## src/rtl/dtc_pkg.sv

```systemverilog
// rtl/dtc_pkg.sv - shared types and constants for the decision-tree inverse enumerator
// Contents: node word layout (packed struct and field offsets), FSM state enum,
// input/class widths, feature-index helper and node-word builder.
package dtc_pkg;

    localparam int INP_W = 7;
    localparam int CLS_W = 2;

    // Field offsets inside the 16-bit node word
    localparam int NODE_LEAF_OFS = 15;
    localparam int NODE_FEAT_OFS = 12;
    localparam int NODE_CLS_OFS  = 10;
    localparam int NODE_LO_OFS   = 5;
    localparam int NODE_HI_OFS   = 0;

    typedef struct packed {
        logic             leaf;
        logic [2:0]       feat;
        logic [CLS_W-1:0] cls;
        logic [4:0]       lo_child;
        logic [4:0]       hi_child;
    } node_t;

    typedef enum logic [1:0] {
        S_IDLE = 2'd0,
        S_WALK = 2'd1,
        S_EMIT = 2'd2,
        S_FIN  = 2'd3
    } state_t;

    // The input vector is only 7 bits wide, so feature 7 aliases onto bit 6.
    function automatic logic [2:0] feat_idx(input logic [2:0] f);
        return (f == 3'd7) ? 3'd6 : f;
    endfunction

    function automatic logic [15:0] make_node(input logic leaf, input logic [2:0] feat,
                                              input logic [1:0] cls, input logic [4:0] lo,
                                              input logic [4:0] hi);
        logic [15:0] w;
        w = '0;
        w[NODE_LEAF_OFS]                 = leaf;
        w[NODE_FEAT_OFS +: 3]            = feat;
        w[NODE_CLS_OFS +: CLS_W]         = cls;
        w[NODE_LO_OFS +: 5]              = lo;
        w[NODE_HI_OFS +: 5]              = hi;
        return w;
    endfunction

endpackage

```

## src/rtl/dtc_node_ram.sv

```systemverilog
// rtl/dtc_node_ram.sv - node table, one synchronous write port and one asynchronous read port
// Ports: clk; we/waddr/wdata write port; raddr/rdata combinational read port.
// Contents are deliberately not reset.
module dtc_node_ram #(
    parameter int N_NODES = 32,
    parameter int AW      = $clog2(N_NODES)
) (
    input  logic          clk,
    input  logic          we,
    input  logic [AW-1:0] waddr,
    input  logic [15:0]   wdata,
    input  logic [AW-1:0] raddr,
    output logic [15:0]   rdata
);

    logic [15:0] r_mem [N_NODES];

    always_ff @(posedge clk) begin
        if (we) begin
            r_mem[waddr] <= wdata;
        end
    end

    assign rdata = r_mem[raddr];

endmodule

```

## src/rtl/dtc_inverse_enum.sv

```systemverilog
// rtl/dtc_inverse_enum.sv - enumerates, in ascending order, all 7-bit inputs a decision tree maps to a class
// Ports: clk, rst (sync, active-high); tbl_we/tbl_addr/tbl_wdata node-table write;
// req_valid/req_ready/req_class request; out_valid/out_ready/out_inp match stream;
// done one-cycle sweep-complete pulse; depth_err sticky walk-limit flag.
// Optional macro DTC_INV_COUNT_EN adds match_cnt (matches transferred in the current sweep).
module dtc_inverse_enum
    import dtc_pkg::*;
#(
    parameter int N_NODES   = 32,
    parameter int MAX_DEPTH = 8
) (
    input  logic                       clk,
    input  logic                       rst,
    input  logic                       tbl_we,
    input  logic [$clog2(N_NODES)-1:0] tbl_addr,
    input  logic [15:0]                tbl_wdata,
    input  logic                       req_valid,
    output logic                       req_ready,
    input  logic [CLS_W-1:0]           req_class,
    output logic                       out_valid,
    input  logic                       out_ready,
    output logic [INP_W-1:0]           out_inp,
    output logic                       done,
    output logic                       depth_err
`ifdef DTC_INV_COUNT_EN
    ,
    output logic [7:0]                 match_cnt
`endif
);

    localparam int AW = $clog2(N_NODES);
    localparam int SW = $clog2(MAX_DEPTH + 1);

    state_t           r_state;
    logic [CLS_W-1:0] r_target;
    logic [INP_W-1:0] r_cand;
    logic [AW-1:0]    r_node;
    logic [SW-1:0]    r_step;

    logic [15:0]      w_rdata;
    node_t            w_node;
    logic             w_bit;
    logic             w_limit;
    logic             w_advance;

    dtc_node_ram #(.N_NODES(N_NODES), .AW(AW)) u_ram (
        .clk   (clk),
        .we    (tbl_we),
        .waddr (tbl_addr),
        .wdata (tbl_wdata),
        .raddr (r_node),
        .rdata (w_rdata)
    );

    assign w_node  = node_t'(w_rdata);
    assign w_bit   = r_cand[feat_idx(w_node.feat)];
    // Current node is the MAX_DEPTH-th visited for this candidate.
    assign w_limit = (r_step == SW'(MAX_DEPTH - 1));

    // Move on to the next candidate: leaf of another class, walk limit hit, or match handed off.
    always_comb begin
        w_advance = 1'b0;
        if (r_state == S_WALK) begin
            if (w_node.leaf) begin
                w_advance = (w_node.cls != r_target);
            end else begin
                w_advance = w_limit;
            end
        end else if (r_state == S_EMIT) begin
            w_advance = out_ready;
        end
    end

    always_ff @(posedge clk) begin
        if (rst) begin
            r_state   <= S_IDLE;
            r_target  <= '0;
            r_cand    <= '0;
            r_node    <= '0;
            r_step    <= '0;
            req_ready <= 1'b1;
            out_valid <= 1'b0;
            out_inp   <= '0;
            done      <= 1'b0;
            depth_err <= 1'b0;
`ifdef DTC_INV_COUNT_EN
            match_cnt <= '0;
`endif
        end else begin
            case (r_state)
                S_IDLE: begin
                    if (req_valid) begin
                        r_target  <= req_class;
                        r_cand    <= '0;
                        r_node    <= '0;
                        r_step    <= '0;
                        depth_err <= 1'b0;
                        req_ready <= 1'b0;
                        r_state   <= S_WALK;
`ifdef DTC_INV_COUNT_EN
                        match_cnt <= '0;
`endif
                    end
                end
                S_WALK: begin
                    if (w_node.leaf) begin
                        if (w_node.cls == r_target) begin
                            out_valid <= 1'b1;
                            out_inp   <= r_cand;
                            r_state   <= S_EMIT;
                        end
                    end else if (w_limit) begin
                        depth_err <= 1'b1;
                    end else begin
                        r_step <= r_step + 1'b1;
                        r_node <= w_bit ? AW'(w_node.hi_child) : AW'(w_node.lo_child);
                    end
                end
                S_EMIT: begin
                    if (out_ready) begin
                        out_valid <= 1'b0;
`ifdef DTC_INV_COUNT_EN
                        match_cnt <= match_cnt + 8'd1;
`endif
                    end
                end
                S_FIN: begin
                    done      <= 1'b0;
                    req_ready <= 1'b1;
                    r_state   <= S_IDLE;
                end
                default: r_state <= S_IDLE;
            endcase

            if (w_advance) begin
                if (r_cand == '1) begin
                    // Last candidate: finish instead of wrapping to 0.
                    done    <= 1'b1;
                    r_state <= S_FIN;
                end else begin
                    r_cand  <= r_cand + 1'b1;
                    r_node  <= '0;
                    r_step  <= '0;
                    r_state <= S_WALK;
                end
            end
        end
    end

endmodule

```

## config.mk

```make
export PLATFORM = sky130hd
export DESIGN_NAME = dtc_inverse_enum
export DESIGN_NICKNAME = d
export VERILOG_FILES = /design/src/rtl/dtc_pkg.sv /design/src/rtl/dtc_node_ram.sv /design/src/rtl/dtc_inverse_enum.sv
export SDC_FILE = /design/constraint.sdc
export NUM_CORES = 1
export LEC_CHECK = 0
export ABC_AREA = 1
export ABC_CLOCK_PERIOD_IN_PS = 2200
export BUFFER_PORTS_ARGS = -buffer_cell sky130_fd_sc_hd__buf_2
export CELL_PAD_IN_SITES_DETAIL_PLACEMENT = 1
export CELL_PAD_IN_SITES_GLOBAL_PLACEMENT = 1
export CORE_MARGIN = 3
export CORE_UTILIZATION = 47
export DETAILED_ROUTE_END_ITERATION = 16
export GPL_ROUTABILITY_DRIVEN = 0
export PLACE_DENSITY_LB_ADDON = 0.1
export SLEW_MARGIN = 10
export SYNTH_ARGS = -nofsm -noshare
export SYNTH_HDL_FRONTEND = slang
export SYNTH_SLANG_ARGS = --single-unit
```

## constraint.sdc

```tcl
create_clock -name clk -period 2.2 [get_ports clk]
set_input_delay 0.22 -clock clk [delete_from_list [all_inputs] [get_ports clk]]
set_output_delay 0.22 -clock clk [all_outputs]
set_load 0.01 [all_outputs]
```

==> results summary, run 1 <==
The run finished, with violations left. The core area came out at 45900 um2. The worst path buffer plus inverter count came out at 11. The placed wire-length estimate after detailed placement came out at 40.5 mm. The root buffer cell chosen for the clock tree is clkbuf_16. Dividing the final minimum period by the clock period gives 1.19. Clock-pin slew was measured on the worst setup and hold paths at 0.07 ns.

In the synthesized netlist, the number of instances is 1791. The final layout contains routed wiring with a total length of 69.7 mm. By instance count, the cell type seen most on the critical path is buf_4.

The arrival time of data at the critical path endpoint is 3.13 ns. The minimum setup slack in the final design is -0.421 ns. A synthesized cell averages 12.3 um2. Across the VDD grid, the largest voltage drop is 0.000709 V. In the final layout, the share of cells above drive strength 1 is 0.228.

The max-slew headroom at the worst pin came out at 0.508. The number of antenna violations at the first check in global routing came out at 0. In this run the count of I/O pins placed on the die edge is 39. After synthesis, the share of flip-flops with an asynchronous set or reset is 0. For this run, the top clock speed supported by timing is 0.381 GHz. The leftover overflow at the end of global routing is 0. The count of standard-cell rows came out at 78.

In this run the most critical hold path is launched from out_ready. The worst setup path is launched from a flop. The filler cells instantiated in the layout total 4538. The clock latency on the worst-skew pair came out at 0.61 ns. For this run, the register share of the synthesized area comes to 0.726. The required arrival time at the worst endpoint is 2.71 ns. The via-per-instance ratio is 5.98. The analysis attributes to cell leakage a power of 9.48 nW.

Between clock sinks in the finished design, the worst skew comes to 0.0200 ns. The number of nets in the synthesized netlist is 1821. The tightest min-delay check is of the input pin to flop type. During placement, the flow inserted port buffers numbering 38.

STA classifies the critical path endpoint as a flop. Traced cell by cell, the critical path runs through buf_12 > inv_16 > buf_16 > buf_8 > buf_6 > nor2_2 > o221ai_2 > nand3_2 > buf_4 > buf_4 > buf_4 > buf_4 > buf_4 > buf_4 > nand3_1 > o21ai_2 > nand2_2 > a21oi_2. The number of buffers inserted during clock tree synthesis came out at 57.

In this run the number of H-tree levels came out at 2. The post-detailed-route count of antenna-violating nets is 0. The via count of the first global-routing pass is 16500. The final reports fail on setup timing. The worst register-to-register path has a setup slack of -0.42 ns. The critical path's slowest cell is dfxtp_4.

The delay of the slowest cell on the worst path came out at 0.37 ns. The Yosys warning count is 0. The global-route wire length before repair is 104 mm. The routed length per placed instance came out at 26.5 um.

Detailed routing inserted a total of 15700 vias. In this design, the largest share of critical-path delay is due to buffers and inverters. The number of sinks driven by the clock tree is 543. For this run, the leading register cell type out of synthesis is edfxtp_1. The final hold violation count is 0.

The critical-path maximum fanout came out at 7. The cell depth of the worst hold path is 6. The area of the mapped netlist came out at 22000 um2. The count of distinct cell types in the synthesized netlist came out at 43. For this run, design rule violations remaining after detail routing come to 0. The number of buffers between clock root and the deepest sink is 3.

The initial utilization of the core area, before any placement, comes to 0.480. The number of max-slew violations in the final report was 0. The repair_antennas step left the layout with diodes totalling 0. The TritonCTS clock tree is built. The core utilization of the finished layout came out at 0.586. The number of detailed-route iterations in the first pass came out at 5. The number of enable flip-flop cells after synthesis is 512. Setup repair after global routing could not meet its margin everywhere.

After the flow finishes, the layout carries non-filler instances totaling 2626. At the pin with the least slew margin, the transition time is 0.738 ns. The overall fraction of global-route tracks in use came out at 0.277. The path depth of the worst reg2reg path is 18. The layout overhead on the synthesized area is 22.0%. The number of storage elements in the synthesis netlist came out at 543. The clock period minus final worst setup slack came out at 2.62 ns. After the first detailed-routing iteration, the DRC count stood at 1383. The die covers 49500 um2. The die outline height is 223 um. The terminus of the critical flop-to-flop path is r_node[4]. The floorplan step set the die width to 223 um. The end point of the worst hold path is r_state[1]. The worst setup path is of the flop to flop kind. The instance count after placement with tap cells included came out at 2487. The pin count of the biggest net entering global routing is 40. The count of maximum capacitance violations came out at 0.

Dividing total power by cell area gives a power density of 1130 nW/um2. In the final design database the tool counted 2011 nets. The setup-violating endpoint count in the final report came out at 28.

In this run the critical register-to-register path is launched from r_node[0].
[placed cells by master, fill, tap and decap left out, types with 27 or more instances in the layout]
| cell type | instances |
|---|---|
| edfxtp_1 | 512 |
| nand2_1 | 391 |
| a21oi_1 | 156 |
| buf_4 | 138 |
| nand3_1 | 95 |
| nor2_1 | 91 |
| clkbuf_16 | 61 |
| inv_1 | 50 |
| o21ai_0 | 39 |
| buf_2 | 38 |
| buf_12 | 33 |
| nand3_2 | 32 |
| nand2_2 | 29 |
| dfxtp_1 | 28 |
| o211ai_1 | 27 |
[cells by family after synthesis]
| kind of cell | Yosys count | synth area share |
|---|---|---|
| simple gates | 702 | 0.131 |
| flops | 543 | 0.726 |
| compound gates | 371 | 0.103 |
| buf+inv | 169 | 0.0370 |
| xor+xnor | 4 | 0.00159 |
| fa+ha+maj | 2 | 0.00114 |
[flip-flops by register name, indices dropped and copies added, names as in the netlist]
signal       flops
r_node           5
depth_err        1
r_cand           7
r_state          2
u_ram.r_mem    512
done             1
r_target         2
req_ready        1
out_valid        1
out_inp          7
r_step           4
[worst reg2reg max path, delay by kind of cell, from the launching register on]
family	cells	cell delay, ns
buffers and inverters	11	1.39
flip-flops	1	0.37
AND/OR/NAND/NOR	4	0.38
AO/OA/AOI/OAI	3	0.36
[report_power, final]
part / switching, W / internal, W / leakage, nW
combinational: 0.00594 / 0.00377 / 3.77
sequential: 0.000185 / 0.0116 / 4.87
clock: 0.00395 / 0.00506 / 0.841
[per-layer routing]
metal  up-vias  wire length [um]  track usage
met5         -                 0            0
met4         0              2520        0.102
met3       144              4200       0.0447
met2       548             34300        0.467
met1      8067             28700        0.365
li1       6932                 -            -
[stage by stage]
step / TNS [ns] / cell area, um2 / hold WS, ns / total power [W] / worst slack, ns
3_3_place_gp: -8.23 / 24100 / 0.430 / 0.0195 / -0.401
6_report: -8.26 / 26900 / 0.110 / 0.0305 / -0.421
3_5_place_dp: -8.65 / 24100 / 0.435 / 0.0197 / -0.422
4_1_cts: -6.56 / 26600 / 0.0785 / 0.0300 / -0.281
5_1_grt: -11.05 / 26900 / 0.126 / 0.0318 / -0.465
2_1_floorplan: 0 / 22000 / 0.319 / 0.0163 / 0.0773
[synthesized netlist by cell type, types with 2 or more instances]
master | number | area share
nand2_2 | 7 | 0.0020
o22ai_1 | 6 | 0.0017
buf_6 | 11 | 0.0056
a32o_1 | 9 | 0.0041
a22oi_1 | 20 | 0.0068
o21ai_1 | 10 | 0.0023
buf_2 | 50 | 0.011
ha_1 | 2 | 0.0011
dfxtp_1 | 31 | 0.028
nor3_1 | 14 | 0.0032
o221ai_1 | 11 | 0.0044
o21ai_0 | 55 | 0.012
edfxtp_1 | 512 | 0.70
inv_2 | 3 | 0.00051
clkbuf_1 | 40 | 0.0068
nor2_1 | 116 | 0.020
nand2_1 | 421 | 0.072
inv_1 | 51 | 0.0087
a221oi_1 | 20 | 0.0079
clkinv_1 | 2 | 0.00034
xor2_1 | 3 | 0.0012
nand2_4 | 2 | 0.0010
a221o_1 | 2 | 0.00091
buf_1 | 2 | 0.00034
or2_1 | 2 | 0.00057
o311ai_0 | 20 | 0.0079
a21oi_1 | 176 | 0.040
nand3_1 | 126 | 0.029
nand4_1 | 10 | 0.0028
o211ai_1 | 27 | 0.0092
buf_4 | 9 | 0.0031
o31ai_1 | 10 | 0.0034
[worst max path at each step]
stage	startpoint	end	slack (ns)	cells past startpoint
3_3_place_gp	r_node[0]	out_inp[5]	-0.40	13
3_5_place_dp	r_node[0]	out_inp[2]	-0.42	13
2_1_floorplan	r_node[0]	out_inp[2]	0.08	16
4_1_cts	r_node[0]	r_cand[1]	-0.28	17
6_report	r_node[0]	r_node[4]	-0.42	18
5_1_grt	r_node[0]	r_node[4]	-0.47	18
[cell type report]
type                       instances  area, um2  share of cell area
sequential                       543      16000               0.595
multi-input combinational       1081       5830               0.217
timing repair buffer             239       2350              0.0872
clock buffer                      78       1570              0.0583
tap                              600        751              0.0279
inverter                          57        240             0.00893
clock inverter                    26        141             0.00526
timing repair inverter             2       17.5            0.000651
[what timing repair did]
item,4_1_cts,5_1_grt
gates cloned,8,2
pin swaps,43,34
resized for setup,115,68
endpoints found under the hold margin,11,0
setup buffers,20,6
hold buffers,3,0
setup endpoints to repair,27,28
No activity file was read; power rests on OpenSTA's default activity.
==> inputs of run 2 (changes only) <==
- SKIP_CTS_REPAIR_TIMING: unset -> 1
==> results summary, run 2 (synthesis gave the netlist of run 1 again) <==
The run finished, with violations left. The final reports fail on setup timing. The largest registers in the layout are u_ram.r_mem (512), out_inp (7), r_cand (7). STA classifies the critical path endpoint as a flop. The transition time of the tightest slew-check pin is 0.738 ns.

The arrival time of data at the critical path endpoint came out at 3.07 ns. The type of the tightest min-delay check is input pin to flop. Measured against its own limit, the worst slew margin works out to 0.508. The via count of the first global-routing pass came out at 16100. The TritonCTS clock tree is built.

The final hold violation count is 0. The achievable frequency is 0.394 GHz. The final cycle utilization of the critical path is 1.15. The worst setup slack after placement is -0.422 ns. The filler-free cell count of the finished design is 2606.

The cell depth of the worst hold path came out at 6. In this run, placement finished with an instance count of 2487. In the final routed layout, each cell accounts on average for 25.7 um.

The number of buffers inserted during clock tree synthesis came out at 57. The minimum setup slack in the final design came out at -0.341 ns. On the final layout, the worst clock skew is 0.0157 ns.

Setup repair after global routing could not meet its margin everywhere. In the routed design, unresolved DRC markers number 0. The leftover overflow at the end of global routing is 0. The post-layout instance area is 26200 um2. The setup slack of the worst register-to-register path is -0.34 ns. In this run the worst setup path begins at r_node[0].

The die span in x came out at 223 um. In this run the critical register-to-register path is captured at r_node[0]. The path depth of the worst reg2reg path came out at 18. The area of the die is 49500 um2. The placed wire-length estimate after detailed placement came out at 40.5 mm. Entering global routing, the biggest net connects 40 pins. For this block, the initial DRC count from the detailed router was 1369. The number of antenna violations at the first check in global routing was 0. The startpoint-to-endpoint class of the critical path is flop to flop. The die outline height is 223 um. Along the worst path, the maximum fanout reaches 9.

In this run the clock root is driven by a clkbuf_16. The via-per-instance ratio came out at 5.91. Summing over every cut layer, the via total after detailed routing is 15400.

The maximum VDD drop came out at 0.000634 V. The placed standard-cell area is 24100 um2. The startpoint identified for the worst register-to-register timing path is r_node[0]. The critical path ends at r_node[0]. The clock period minus final worst setup slack is 2.54 ns.

In the global route stage, overall resource usage came out at 0.267. The initial standard-cell utilization of the core came out at 0.480. The clock latency on the worst-skew pair is 0.61 ns. The leakage power is 9.23 nW.

The H-tree depth is 2. The count of standard-cell rows came out at 78. The count of nets left with antenna violations once routing finished came out at 0. Max-cap violations in this run came to 0. The global-route wire length before repair came out at 100 mm.

The ratio of total power to cell area is 1120 nW/um2. The number of sinks driven by the clock tree is 543. The count of buffers from port buffering is 38. The core area is 45900 um2. The number of antenna repair diodes is 0. The number of max-slew violations in the final report was 0.

In the final design database the tool counted 1991 nets. In this run the deepest clock path goes through 3 buffers. The fraction of final layout cells sized beyond drive strength 1 came out at 0.181. The setup-violating endpoint count in the final report is 28. 39 I/O pins were placed. The library cell used most frequently in the layout, excluding fill and tap cells, is edfxtp_1. The number of flip-flops under the largest register name is 512.

The register containing the most flip-flops in the final layout is u_ram.r_mem. The routed design has 67.0 mm of wire. The clock-pin slew on the worst setup and hold paths is 0.06 ns. The launching element type of the critical path is a flop.

The required arrival time at the worst endpoint came out at 2.73 ns. The first detailed-routing pass ran for 5 iterations. The top cell types in the final layout, fill and taps aside, are 512 x edfxtp_1, 415 x nand2_1, 166 x a21oi_1, 143 x buf_4, 119 x nand3_1. The layout overhead on the synthesized area came out at 18.8%.
==> run 2: cell types whose count changed in the layout (fill, tap and decap cells not counted), moves of 10 or more <==
cell and delta:
buf_6 -12, nand3_1 +24, nand3_2 -24, nand2_1 +24, a21oi_1 +10, o21ai_0 +10
nand2_2 -20, a21oi_2 -11, o21ai_2 -11
==> run 2: through the flow <==
| stage | hold slack (ns) | util | total power (W) | setup TNS [ns] |
|---|---|---|---|---|
| floorplan | 0.319 | - | 0.0163 | 0 |
| global placement | 0.430 | 0.525 | 0.0195 | -8.23 |
| detailed placement | 0.435 | 0.525 | 0.0197 | -8.65 |
| CTS | -0.190 | 0.563 | 0.0287 | -9.76 |
| global route | 0.139 | 0.571 | 0.0306 | -12.16 |
| finish | 0.112 | 0.571 | 0.0292 | -7.80 |
==> run 2: how the worst min path moves through the flow <==
stage | startpoint | to
after floorplan | tbl_wdata[0] | u_ram.r_mem[0][0]
after global routing | out_ready | r_state[1]
after detailed placement | out_inp[6] | out_inp[6]
after CTS | req_class[1] | r_target[1]
final | out_ready | r_state[1]
after global placement | req_ready | req_ready
==> run 2: per-layer routing <==
| metal | up-vias | wire length (um) | track usage |
|---|---|---|---|
| li1 | 6871 | - | - |
| met1 | 7945 | 28200 | 0.360 |
| met2 | 487 | 33000 | 0.453 |
| met3 | 104 | 3870 | 0.0365 |
| met4 | 0 | 1960 | 0.0847 |
| met5 | - | 0 | 0 |
==> run 2: power by group <==
group | total [W] | switching, W | internal, W
Combinational | 0.00850 | 0.00531 | 0.00319
Clock | 0.00898 | 0.00392 | 0.00506
Sequential | 0.0117 | 0.000188 | 0.0116
Total | 0.0292 | 0.00942 | 0.0198
==> run 2: cell type report <==
class	instances	area, um2
sequential	543	16000
multi-input combinational	1079	5450
timing repair buffer	222	2020
fill	4617	19700
inverter	57	231
clock inverter	26	141
clock buffer	78	1570
timing repair inverter	1	8.76
tap	600	751
==> run 2: worst max-delay path, stage by stage, from the launching register on <==
cell and delay, ns:
dfxtp_4 0.45, clkinv_8 0.11, buf_16 0.17, buf_4 0.15, nand2_1 0.07, nand3_1 0.08
nand3_1 0.08, nand2_1 0.08, nand2_1 0.08, nand2_1 0.09, nand2_1 0.11, buf_4 0.14
nand3_1 0.10, a31oi_4 0.22, buf_12 0.15, nand2_4 0.07, nand3_1 0.08, nand3_2 0.10
a21oi_2 0.13
==> inputs of run 3 (changes only) <==
- ABC_AREA: 1 -> 0
- CORE_UTILIZATION: 47 -> 50
==> results summary, run 3 <==
Detailed routing inserted a total of 10700 vias. The via count of the first global-routing pass is 11400. The worst setup slack after placement is -0.859 ns. In the global route stage, met2 resource usage came out at 0.409.

The layout overhead on the synthesized area is 18.8%. Setup repair after global routing could not meet its margin everywhere. Leaving out fill and tap cells, the most frequent cell in the layout is edfxtp_1.

The max-slew headroom at the worst pin is 0.614. The run finished, with violations left. The routed length per placed instance is 30.1 um.

Sorting the synthesized cells by how often they occur yields 512 x edfxtp_1, 140 x mux4_2, 56 x nor2_1. The top-area cell type share of the netlist area is 0.722. The clock arrives with 0.0268 ns of skew.

The share of flip-flops with an asynchronous set or reset after synthesis came out at 0. The number of flip-flops under the largest register name is 512. The final cycle utilization of the critical path came out at 1.37.

The Yosys warning count came out at 0. The worst register-to-register path begins at r_node[0]. The final hold violation count came out at 0.

Registers take 16000 um2. The required arrival time at the worst endpoint came out at 2.75 ns. The pre-antenna-repair detailed-routing pass consisted of 5 iterations.

After detailed routing, the number of vias per cell comes to 6.04. The setup path with the least slack is of type flop to flop. The most used flip-flop cell after synthesis is edfxtp_1.

The fraction of final layout cells sized beyond drive strength 1 came out at 0.371. The area of the mapped netlist came out at 21300 um2. The number of sinks driven by the clock tree came out at 543.

The largest registers in the layout are u_ram.r_mem (512), out_inp (7), r_cand (7). The library cells used most frequently in the layout, excluding fill and tap cells, are 512 x edfxtp_1, 140 x mux4_2, 80 x buf_4, 59 x clkbuf_16, 44 x mux2i_1. The die span in x is 212 um. The share of total power dissipated in the clock network is 0.405. The leftover overflow at the end of global routing is 0. The clock-pin slew on the worst setup and hold paths came out at 0.07 ns. The number of storage elements in the synthesis netlist came out at 543. The part of the total power dissipated in sequential elements came out at 0.508. The clock period minus final worst setup slack is 3.02 ns. The overall fraction of global-route tracks in use came out at 0.239. The die outline height came out at 212 um.

Yosys attributes the largest share of cell area to edfxtp_1 72%, mux4_2 15%, dfxtp_1 2.9%. The root buffer cell chosen for the clock tree is clkbuf_16. The achievable frequency is 0.331 GHz. The most critical setup path has its startpoint at r_node[0]. The transition time of the tightest slew-check pin came out at 0.579 ns. The post-synthesis cell type with the largest combined area is edfxtp_1. More flip-flops sit in one register than any other, and that register is u_ram.r_mem. Summed over all cells, the static leakage comes to 8.05 nW. The arrival time of data at the critical path endpoint is 3.56 ns. The count of maximum capacitance violations came out at 0. The count of distinct cell types in the synthesized netlist came out at 56. The number of nets in the synthesized netlist is 1055. The analysis attributes to net switching a power of 0.00508 W. Counting tap cells, the placed design contains a total of 1653 instances. Along the worst path, the maximum fanout reaches 6. The die covers 45100 um2. After layout, the worst setup slack is -0.818 ns. The simple-gate area share of the yosys netlist is 0.0378.

The maximum VDD drop came out at 0.000700 V. The pin count of the biggest net entering global routing came out at 39. 0 antenna diodes ended up in the layout. The met3 track demand over resource in global routing is 0.0477.

The multi-input combinational cells in the finished layout cover a total of 5220 um2. The H-tree depth is 2. The internal portion of the total power is 0.0176 W. The number of antenna violations at the first check in global routing is 0.

The met1 track demand over resource in global routing is 0.318. The setup-violating endpoint count in the final report came out at 28. In this run, CTS created clock tree buffers numbering 56. The number of top-level pins came out at 39. The instance count of the mapped netlist is 1025. The adder and majority gate portion of the synthesized area came out at 0.00118. The finished layout holds 1774 standard cells, fillers aside. The number of max-slew violations in the final report came to 0. The ratio of total power to cell area is 897 nW/um2. The most frequent cell after synthesis is edfxtp_1. The count of standard-cell rows came out at 74. For this block, the initial DRC count from the detailed router was 1106.

The core area came out at 41500 um2. The mean cell area of the mapped netlist is 20.8 um2. Once detail routing completed, the nets flagged for antenna violations numbered 0. Of the total synthesized cell area, the portion taken by XOR and XNOR cells is 0.00123. The post-route worst hold slack came out at 0.00988 ns.

The compound-cell area share of the yosys netlist came to 0.0227. The number of buffers between clock root and the deepest sink is 3. The synthesized design contains 512 enable-type register cells. The tightest min-delay check is of the input pin to flop type.

The number of fillers in the final layout came out at 3488. STA classifies the critical path startpoint as a flop. The switching share of power is 0.224. The most used routing layer in global routing is met2.

The placed wire-length estimate after detailed placement is 32.0 mm. The part of the Yosys area used for sequential elements is 0.751. The clock latency on the worst-skew pair is 0.62 ns.

The startpoint identified for the worst hold timing path is req_valid. After synthesis, the largest family of logic cells by area is multiplexers. The initial standard-cell utilization of the core came out at 0.513. The logic gate share of total power came out at 0.087. TritonCTS built the clock tree. The first global-routing pass estimated 76.6 mm of wire. The residual DRC count came out at 0. For this block, the routed nets add up to 53.4 mm of wire. The worst setup path is captured at a flop.

The multiplexer share of the synthesized area is 0.172. The layout net count came out at 1226. The checks that failed: setup timing. The count of buffers from port buffering is 38.
## run 3: cell count changes in the layout (fill, tap and decap cells not counted), sizes merged, moves of 14 or more
cell	change
mux2i	+46
nor2	-60
a221oi	-20
nand2	-396
a21oi	-151
inv	-52
nand3	-109
mux4	+140
o21ai	-57
nand2b	+14
o311ai	-21
o211ai	-27
buf	-61
## run 3: cell families (layout without fill, tap and decap cells)
family | after synthesis | after routing
DFF | 543 | 543
muxes | 189 | 189
and+or+nand+nor | 165 | 165
AOI/OAI and AO/OA | 70 | 70
buffers and inverters | 53 | 270
xor gates and xnor gates | 3 | 3
adders and majority gates | 2 | 2
## run 3: layout make-up
class,count,share of cell area
Clock buffer,64,0.0574
Clock inverter,40,0.0136
Inverter,3,0.000445
Multi-Input combinational cell,429,0.206
Sequential cell,543,0.633
Tap cell,532,0.0263
Timing Repair Buffer,163,0.0632
## run 3: worst max-delay path, stage by stage (launching register included)
cell	delay (ns)
dfxtp_4	0.38
buf_4	0.13
clkbuf_16	0.16
mux4_2	0.53
mux4_2	0.54
mux2i_4	0.21
nand3_2	0.10
nand2_2	0.10
a21oi_4	0.04
or2_4	0.26
or3b_1	0.36
a31oi_1	0.13
## run 3: per-layer routing
metal / routed length, um / share of wire
met4: 1260 / 0.023
met2: 27200 / 0.51
met1: 21700 / 0.41
met5: 0 / 0
met3: 3210 / 0.060
## run 3: power by group through the flow
stage               sequential [W]  combinational, W  clock [W]
detailed placement          0.0117           0.00182          0
finish                      0.0115           0.00198    0.00918
global route                0.0115           0.00211    0.00980
CTS                         0.0115           0.00183    0.00938
floorplan                   0.0117           0.00112          0
global placement            0.0117           0.00179          0
## run 3: path summary, 6_finish.rpt
kind | endpoint | slack (ns) | depth (start not counted)
max | r_cand[3] | -0.82 | 11
min | depth_err | 0.01 | 3
max reg2reg | r_cand[3] | -0.82 | 11
min reg2reg | req_ready | 0.49 | 2
## run 3: through the flow
step / TNS [ns] / total power, W / util / area (um2)
global placement: -19.63 / 0.0135 / 0.558 / 23100
detailed placement: -20.68 / 0.0136 / 0.558 / 23100
floorplan: -15.64 / 0.0128 / - / 21400
finish: -19.43 / 0.0227 / 0.610 / 25300
global route: -22.58 / 0.0234 / 0.610 / 25300
CTS: -22.00 / 0.0227 / 0.601 / 24900
